[src/rtl/board_io_pkg.sv]
// ---------------------------------------------------------------------------
// board_io_pkg : shared types for the board-level PWM bank
// Rev 1.0 : initial release
// ---------------------------------------------------------------------------
`default_nettype none

package board_io_pkg;

  // Config fields are carried at a fixed maximum width so the struct can
  // live in the package; the bank zero-extends its narrower inputs.
  localparam int CFG_DUTY_W = 16;
  localparam int CFG_STEP_W = 8;

  typedef enum logic [1:0] {
    MODE_OFF    = 2'd0,
    MODE_STATIC = 2'd1,
    MODE_FADE   = 2'd2,
    MODE_ON     = 2'd3
  } pwm_mode_e;

  typedef enum logic {
    DIR_UP   = 1'b0,
    DIR_DOWN = 1'b1
  } fade_dir_e;

  typedef struct packed {
    pwm_mode_e              mode;
    logic [CFG_DUTY_W-1:0]  duty;
    logic [CFG_STEP_W-1:0]  step;
  } ch_cfg_t;

endpackage

`default_nettype wire

[src/rtl/board_pwm_channel.sv]
// ---------------------------------------------------------------------------
// board_pwm_channel : one PWM channel with active config and fade state
// Rev 1.0 : initial release
// ---------------------------------------------------------------------------
`default_nettype none

module board_pwm_channel
  import board_io_pkg::*;
#(
  parameter int PWM_W      = 8,
  parameter bit ACTIVE_LOW = 1'b1
) (
  input  logic             clk,
  input  logic             rst_n,
  input  logic [PWM_W-1:0] cnt,
  input  logic             boundary,
  input  logic             commit,
  input  ch_cfg_t          cfg,
  output logic             pwm
);

  localparam int AW = CFG_DUTY_W + 1;
  localparam logic [CFG_DUTY_W-1:0] FULL = CFG_DUTY_W'((1 << PWM_W) - 1);

  pwm_mode_e              mode_q;
  logic [CFG_DUTY_W-1:0]  duty_q;
  logic [CFG_STEP_W-1:0]  step_q;
  logic [CFG_DUTY_W-1:0]  fade_q;
  fade_dir_e              dir_q;

  logic [CFG_DUTY_W-1:0]  lvl;
  logic [CFG_DUTY_W-1:0]  fade_nxt;
  fade_dir_e              dir_nxt;
  logic [AW-1:0]          sum;

  always_comb begin
    case (mode_q)
      MODE_STATIC: lvl = duty_q;
      MODE_FADE:   lvl = fade_q;
      MODE_ON:     lvl = FULL;
      default:     lvl = '0;
    endcase
  end

  // Triangle fade saturating at the peak (duty) on the way up and at 0 down.
  always_comb begin
    sum      = AW'(fade_q) + AW'(step_q);
    fade_nxt = fade_q;
    dir_nxt  = dir_q;
    if (dir_q == DIR_UP) begin
      if (sum >= AW'(duty_q)) begin
        fade_nxt = duty_q;
        dir_nxt  = DIR_DOWN;
      end else begin
        fade_nxt = sum[CFG_DUTY_W-1:0];
      end
    end else begin
      if (AW'(fade_q) <= AW'(step_q)) begin
        fade_nxt = '0;
        dir_nxt  = DIR_UP;
      end else begin
        fade_nxt = fade_q - CFG_DUTY_W'(step_q);
      end
    end
  end

  always_ff @(posedge clk or negedge rst_n) begin
    if (!rst_n) begin
      mode_q <= MODE_OFF;
      duty_q <= '0;
      step_q <= '0;
      fade_q <= '0;
      dir_q  <= DIR_UP;
      pwm    <= ACTIVE_LOW;
    end else begin
      pwm <= (CFG_DUTY_W'(cnt) < lvl) ^ ACTIVE_LOW;
      // A commit overrides any fade update due on the same boundary.
      if (commit) begin
        mode_q <= cfg.mode;
        duty_q <= cfg.duty;
        step_q <= cfg.step;
        fade_q <= '0;
        dir_q  <= DIR_UP;
      end else if (boundary && (mode_q == MODE_FADE)) begin
        fade_q <= fade_nxt;
        dir_q  <= dir_nxt;
      end
    end
  end

endmodule

`default_nettype wire

[src/rtl/board_pwm_bank.sv]
// ---------------------------------------------------------------------------
// board_pwm_bank : N-channel PWM driver with period-aligned config commits
// Rev 1.0 : initial release
// ---------------------------------------------------------------------------
`default_nettype none

module board_pwm_bank
  import board_io_pkg::*;
#(
  parameter int NUM_CH     = 3,
  parameter int PWM_W      = 8,
  parameter int PRESCALE   = 47,
  parameter int STEP_W     = 4,
  parameter int ACTIVE_LOW = 1,
  localparam int CH_W      = (NUM_CH > 1) ? $clog2(NUM_CH) : 1
) (
  input  logic              pll_clk,
  input  logic              pll_rst_n,
  input  logic              cfg_valid,
  output logic              cfg_ready,
  input  logic [CH_W-1:0]   cfg_ch,
  input  logic [1:0]        cfg_mode,
  input  logic [PWM_W-1:0]  cfg_duty,
  input  logic [STEP_W-1:0] cfg_step,
  output logic [NUM_CH-1:0] pwm_out,
  output logic              period_start
);

  localparam int PSC_W = (PRESCALE > 0) ? $clog2(PRESCALE + 1) : 1;
  localparam logic [PSC_W-1:0] PSC_MAX = PSC_W'(PRESCALE);
  localparam logic [PWM_W-1:0] CNT_MAX = PWM_W'((1 << PWM_W) - 2);

  logic [PSC_W-1:0] psc_q;
  logic [PWM_W-1:0] cnt_q;
  logic             tick;
  logic             boundary;
  logic             accept;

  logic             pend_q;
  logic [CH_W-1:0]  pend_ch_q;
  ch_cfg_t          pend_cfg_q;

  assign tick      = (psc_q == PSC_MAX);
  assign boundary  = tick && (cnt_q == CNT_MAX);
  assign cfg_ready = !pend_q;
  assign accept    = cfg_valid && !pend_q;

  always_ff @(posedge pll_clk or negedge pll_rst_n) begin
    if (!pll_rst_n) begin
      psc_q        <= '0;
      cnt_q        <= '0;
      period_start <= 1'b0;
      pend_q       <= 1'b0;
      pend_ch_q    <= '0;
      pend_cfg_q   <= '0;
    end else begin
      period_start <= boundary;
      if (tick) begin
        psc_q <= '0;
        cnt_q <= boundary ? '0 : cnt_q + 1'b1;
      end else begin
        psc_q <= psc_q + 1'b1;
      end
      // The slot is only ever full or being filled, never both at once,
      // so a write landing on a boundary simply waits one more period.
      if (boundary && pend_q) begin
        pend_q <= 1'b0;
      end else if (accept) begin
        pend_q     <= 1'b1;
        pend_ch_q  <= cfg_ch;
        pend_cfg_q <= '{mode: pwm_mode_e'(cfg_mode),
                        duty: CFG_DUTY_W'(cfg_duty),
                        step: CFG_STEP_W'(cfg_step)};
      end
    end
  end

  for (genvar i = 0; i < NUM_CH; i++) begin : g_ch
    board_pwm_channel #(
      .PWM_W      (PWM_W),
      .ACTIVE_LOW (ACTIVE_LOW != 0)
    ) u_ch (
      .clk      (pll_clk),
      .rst_n    (pll_rst_n),
      .cnt      (cnt_q),
      .boundary (boundary),
      .commit   (boundary && pend_q && (pend_ch_q == CH_W'(i))),
      .cfg      (pend_cfg_q),
      .pwm      (pwm_out[i])
    );
  end

endmodule

`default_nettype wire
[config.mk]
export PLATFORM = sky130hd
export DESIGN_NAME = board_pwm_bank
export DESIGN_NICKNAME = d
export VERILOG_FILES = /design/src/rtl/board_io_pkg.sv /design/src/rtl/board_pwm_channel.sv /design/src/rtl/board_pwm_bank.sv
export SDC_FILE = /design/constraint.sdc
export NUM_CORES = 1
export LEC_CHECK = 0
export CORE_ASPECT_RATIO = 0.75
export CORE_MARGIN = 5
export CORE_UTILIZATION = 33
export DETAILED_ROUTE_END_ITERATION = 12
export PLACE_DENSITY_LB_ADDON = 0.05
export RECOVER_POWER = 50
export SETUP_SLACK_MARGIN = 0.1
export SLEW_MARGIN = 10
export SYNTH_ARGS = -nofsm -noshare
export SYNTH_HDL_FRONTEND = slang
export SYNTH_SLANG_ARGS = --single-unit
[constraint.sdc]
create_clock -name pll_clk -period 4.4 [get_ports pll_clk]
set_input_delay 0.44 -clock pll_clk [delete_from_list [all_inputs] [get_ports pll_clk]]
set_output_delay 0.44 -clock pll_clk [all_outputs]
set_load 0.005 [all_outputs]
Word level (Yosys, flattened, before mapping)
Index checks and enable logic that the tools add are counted.
Widths: inputs -> output; s select.
{"block": "op_classes", "addsub": 8, "order_cmp": 9, "eq_ne": 13, "muxes": 37, "n_bitwise": 4, "n_reduce_logical": 16}
{"op": "$mux 16", "count": 15}
{"op": "$pmux 16 s3", "count": 3}
{"op": "$add 16x4->17", "count": 3}
{"op": "$ge 17x8->1", "count": 3}
{"op": "$le 16x4->1", "count": 3}
{"op": "$lt 8x16->1", "count": 3}
{"op": "$sub 16x4->16", "count": 3}
{"op": "$mux 1", "count": 17}
{"op": "$eq 2x2->1 const B", "count": 7}
{"op": "$logic_and 1x1->1", "count": 9}
{"op": "$add 8x1->8 const B", "count": 1}
{"op": "$eq 2x1->1 const B", "count": 4}
{"op": "$eq 8x8->1 const B", "count": 1}
{"op": "$mux 8", "count": 1}
{"op": "$reduce_bool 2->1", "count": 4}
{"op": "$add 6x1->6 const B", "count": 1}
{"op": "$eq 6x6->1 const B", "count": 1}
{"op": "$mux 6", "count": 1}
{"op": "$not 1->1", "count": 4}
{"op": "$logic_not 2->1", "count": 1}
{"op": "$reduce_and 2->1", "count": 1}
{"op": "$logic_not 1->1", "count": 1}
{"block": "totals", "ff_bits": 128, "input_bits": 19, "output_inout_bits": 5}

Depth between registers and ports, before layout
{"block": "logic_depth", "ltp_word": 6, "ltp_mapped": 17}

By module
From an unflattened synthesis, not the netlist that was laid out.
{"block": "unflattened", "hier_cells": 1461, "hier_area_um2": 12761.0}
{"module": "board_pwm_channel (g_ch[1].u_ch ...)", "n_inst": 2, "cells_each": 449, "area_per_inst_um2": 3788.6, "seq_area_each_um2": 1102.3}
{"module": "board_pwm_channel (g_ch[0].u_ch)", "n_inst": 1, "cells_each": 444, "area_per_inst_um2": 3707.3, "seq_area_each_um2": 1102.3}
{"module": "board_pwm_bank", "n_inst": 1, "cells_each": 119, "area_per_inst_um2": 1476.4, "seq_area_each_um2": 800.8}

Worst setup path before layout
No wires, ideal clock.
{"block": "synth_timing", "path_kind": "register to register", "start": "reg g_ch[1].u_ch.fade_q[0]", "end": "reg g_ch[1].u_ch.fade_q[0]", "arrival_time_ps": 3395, "slack_ps": 884, "stages_incl_launch_ff": 16, "path_buffers": 1, "synth_period_minus_slack_ps": 3516, "path_cell_list": "dfrtp_1 > ha_1 > inv_1 > fa_1 > o21bai_1 > a21oi_2 > nor2_1 > xor2_1 > ha_1 > a2111oi_0 > a21oi_1 > or3_1 > nor4_1 > buf_2 > o21ai_0 > a32o_1"}
{"block": "synth_between", "elab_chain_cells": 6, "word_cells_on_any_way": 9, "classes_between": "2 x add/sub; 2 x order compare; 5 x mux"}
{"item": "from (decl)", "line": "board_pwm_channel.sv:28", "source": "logic [CFG_DUTY_W-1:0] fade_q;"}
{"item": "from (signal assigned)", "line": "board_pwm_channel.sv:85", "source": "fade_q <= fade_nxt;"}
{"item": "$add 16x4->17", "line": "board_pwm_channel.sv:47", "source": "sum = AW'(fade_q) + AW'(step_q);"}
{"item": "$ge 17x8->1", "line": "board_pwm_channel.sv:51", "source": "if (sum >= AW'(duty_q)) begin"}
{"item": "$mux 16", "line": "board_pwm_channel.sv:51"}
{"item": "$mux 16 (*)", "line": "board_pwm_channel.sv:50", "source": "if (dir_q == DIR_UP) begin"}
{"item": "$mux 16 (*)", "line": "board_pwm_channel.sv:84", "source": "end else if (boundary && (mode_q == MODE_FADE)) begin"}
{"item": "$mux 16 (*)", "line": "board_pwm_channel.sv:78", "source": "if (commit) begin"}
Every way passes the cells marked *; elsewhere a longest branch is shown, timed or not. The select of a mux whose other input is x is not followed.
A chain may end at the register's enable or synchronous reset.

Final worst setup path
{"block": "layout_timing", "start": "reg g_ch[0].u_ch.fade_q[0]", "end": "reg g_ch[0].u_ch.fade_q[7]"}
{"block": "layout_between", "elab_chain_cells": 6, "word_cells_on_any_way": 9, "classes_between": "2 x add/sub; 2 x order compare; 5 x mux"}
{"item": "from (decl)", "line": "board_pwm_channel.sv:28"}
{"item": "from (signal assigned)", "line": "board_pwm_channel.sv:85"}
{"item": "$add 16x4->17", "line": "board_pwm_channel.sv:47"}
{"item": "$ge 17x8->1", "line": "board_pwm_channel.sv:51"}
{"item": "$mux 16", "line": "board_pwm_channel.sv:51"}
{"item": "$mux 16 (*)", "line": "board_pwm_channel.sv:50"}
{"item": "$mux 16 (*)", "line": "board_pwm_channel.sv:84"}
{"item": "$mux 16 (*)", "line": "board_pwm_channel.sv:78"}
Marks and branches as above.

==> impl_metrics.yaml <==
yosys:
  synth_area_sq_um: 9160
  synth_cell_types: 69
  ys.warnings.count: 0
  yosysSeqAreaShare_pct: 35.0
  synth_top_area_share_pct: 34.1
  ys.flop_type: "dfrtp_1"
  syn_nets: 1153
  postSynth.asyncResetShare_pct: 100
  syn_inst: 1056
  ys_seq_elements: 128
  yosysTopAreaCell: "dfrtp_1"
  syn_area_per_cell_sq_um: 8.68
  synth_edf_count: 0
  synth_area_leaders: "dfrtp_1, ha_1, o21ai_0"
critical_path:
  arrival_ns: 4.26
  crit_path_end: "g_ch[0].u_ch.fade_q[7]"
  rr_worst_depth: 15
  critPathCaptureType: "register"
  reg2reg_to: "g_ch[0].u_ch.fade_q[7]"
  cp_max_fo: 11
  ff2ff_setup_slack_ns: 0.46
  critical_path_class: "reg2reg"
  reg2reg_from: "g_ch[0].u_ch.fade_q[0]"
  critPathLaunch: "g_ch[0].u_ch.fade_q[0]"
  cp.required_ns: 4.72
  start_kind: "register"
global_routing:
  antenna_found_initial: 0
  grt_pass1_vias: 7224
  grt_pass1_wl_microns: 43100
  grt_usage_pct: 17.5
  grt_overflow_total: 0
  grt_max_degree: 69
drt:
  ant_nets: 0
  wl_microns: 26600
  drc: 0
  wl_per_cell_microns: 18.8
  first_iter_violations: 420
  first_pass_iters: 5
  vias_per_cell: 5.33
  vias: 7521
timing:
  finalSetupViolCount: 0
  fin_tns_setup_ns: 0
  skew_ns: 0.00814
  clock.fmax_mhz: 254
  hold_viol: 0
  tightest_slew_ns: 3.36
  rsz0062_at_grt: "no"
  finalCriticalPeriod_ns: 3.94
  fin_crit_sh_pct: 89.6
  maxSlewViolCount: 69
  slew_headroom_pct: -124
finish:
  final_cell_mix: "o21ai_0, dfrtp_1, nand2_1"
  final_common_cell: "o21ai_0"
  drive_above_1_share_pct: 9.24
  areaGrowthSynthToFinish_pct: 12.0
  fin_nets: 1146
  final_core_util_pct: 37.7
  num_antenna_cells: 0
  n_fill_cell: 2813
power_and_ir_drop:
  total_leakage_power_nw: 4.49
  vdd_drop_max_mv: 0.236
  p_per_area_nw_per_um2: 265
  finalPower_mw: 2.72
place:
  dp_hpwl_microns: 19600
  place_congestion: 0.793
  numPortBuffers: 23
clock_network:
  cts_max_path_buffers: 2
  cts_tree: "built"
  clock_sinks: 128
  cts_htree_levels: 4
  clk_latency_ns: 0.43
  post_cts_resized: 0
  cts_made_buffers: 17
  ctsHoldBuffers: 0
  root_buffer: "clkbuf_16"
  post-cts-setup-buffer-count: 0
  path_clk_slew_ns: 0.06
min_path:
  hp-class: "reg2reg"
  hold_depth: 1
floorplan:
  core_sq_um: 27200
  io_pins: 24
  die_height_microns: 154
  die_w_microns: 202
  die_area_sq_um: 31200
  rows: 52
  initial_core_util_pct: 33.7
outcome:
  violations: "max-capacitance violations, max-slew violations"
  status: "finished with violations"
run:
  maxCapViolations: 1
-- cells in the mapped netlist (3+ instances only) --
master	number
or2_2	4
a21o_1	35
and3_1	7
nand2_1	100
nand3_1	26
a21oi_1	44
o31ai_1	16
buf_2	18
dfstp_2	3
and2_1	8
nand4_1	12
o21bai_1	6
o2111ai_1	6
a21boi_0	3
ha_1	72
nor2b_1	17
fa_1	6
and4_1	5
nor2_1	64
mux2_2	30
xor2_1	19
xnor2_1	15
a211oi_1	11
buf_4	4
clkbuf_1	37
dfrtp_1	125
a32o_1	3
nand4b_1	3
mux2i_1	14
nor3_1	22
inv_1	61
o221ai_1	3
nor4_1	14
nor3b_1	5
nand2b_1	12
or3_1	15
o21a_1	8
a22oi_1	7
buf_1	3
o21ai_1	13
o211ai_1	7
o21ai_0	137
-- where the power goes --
part	switching (mW)	leakage, nW	internal (mW)
registers	0.0182	1.75	1.19
clock network	0.574	0.281	0.892
logic	0.0290	2.46	0.0206
-- stage by stage --
| stage | setup WS, ns | std cells | area [sq um] | hold WS, ns |
|---|---|---|---|---|
| global placement | 0.563 | 1381 | 9680 | 0.511 |
| CTS | 0.464 | 1412 | 10300 | 0.0433 |
| detailed placement | 0.491 | 1381 | 9680 | 0.508 |
| global route | 0.102 | 1412 | 10300 | 0.560 |
| finish | 0.460 | 1412 | 10300 | 0.508 |
| floorplan | 0.884 | 1056 | 9160 | 0.144 |
-- layer usage --
metal  track usage, %  wire length [microns]
met3             3.16                    951
met2             22.8                  10100
met4             4.10                    334
met1             29.0                  15200
met5                0                      0
-- worst min path at each step --
| stage | startpoint | to | slack (ns) |
|---|---|---|---|
| floorplan | pll_rst_n | cnt_q[0] | 0.14 |
| global placement | psc_q[0] | psc_q[0] | 0.51 |
| detailed placement | pll_rst_n | pend_cfg_q[13] | 0.51 |
| CTS | pll_rst_n | pend_cfg_q[24] | 0.04 |
| global route | psc_q[0] | psc_q[0] | 0.56 |
| finish | psc_q[0] | psc_q[0] | 0.51 |
-- registers in the layout, summed over array words and instances, names as in the netlist --
| name | cells |
|---|---|
| g_ch.u_ch.step_q | 12 |
| g_ch.u_ch.duty_q | 24 |
| pend_ch_q | 2 |
| g_ch.u_ch.fade_q | 48 |
| pend_cfg_q | 14 |
| cnt_q | 8 |
| g_ch.u_ch.mode_q | 6 |
| psc_q | 6 |
| pend_q | 1 |
| g_ch.u_ch.dir_q | 3 |
| g_ch.u_ch.pwm | 3 |
| period_start | 1 |
-- cell families after synthesis --
family | count (synthesis) | synth area share (%)
AO/OA/AOI/OAI | 315 | 21.0
XOR/XNOR | 34 | 3.25
adder cells (fa/ha/maj) | 78 | 11.1
buffers and inverters | 126 | 5.65
flip-flops | 128 | 35.0
multiplexers | 45 | 5.34
AND/OR/NAND/NOR | 330 | 18.6
-- critical path, stage by stage, from the launching register on --
cell	delay, ns
dfrtp_1	0.44
ha_1	0.20
inv_1	0.05
fa_1	0.39
o21bai_1	0.16
a21oi_1	0.16
nor2_1	0.22
xor2_1	0.22
ha_1	0.27
o21ai_0	0.24
a21oi_1	0.07
a31oi_1	0.16
o2111ai_1	0.15
and4b_1	0.64
nor3_1	0.09
o41ai_1	0.36
-- area by class of cell --
| type | count | area (sq um) | share of cell area [%] |
|---|---|---|---|
| Clock buffer | 23 | 488 | 4.75 |
| Clock inverter | 8 | 105 | 1.02 |
| Inverter | 63 | 236 | 2.30 |
| Multi-Input combinational cell | 802 | 5460 | 53.2 |
| Sequential cell | 128 | 3210 | 31.2 |
| Tap cell | 351 | 439 | 4.28 |
| Timing Repair Buffer | 37 | 333 | 3.24 |
Power figures use the tool's default switching activity.
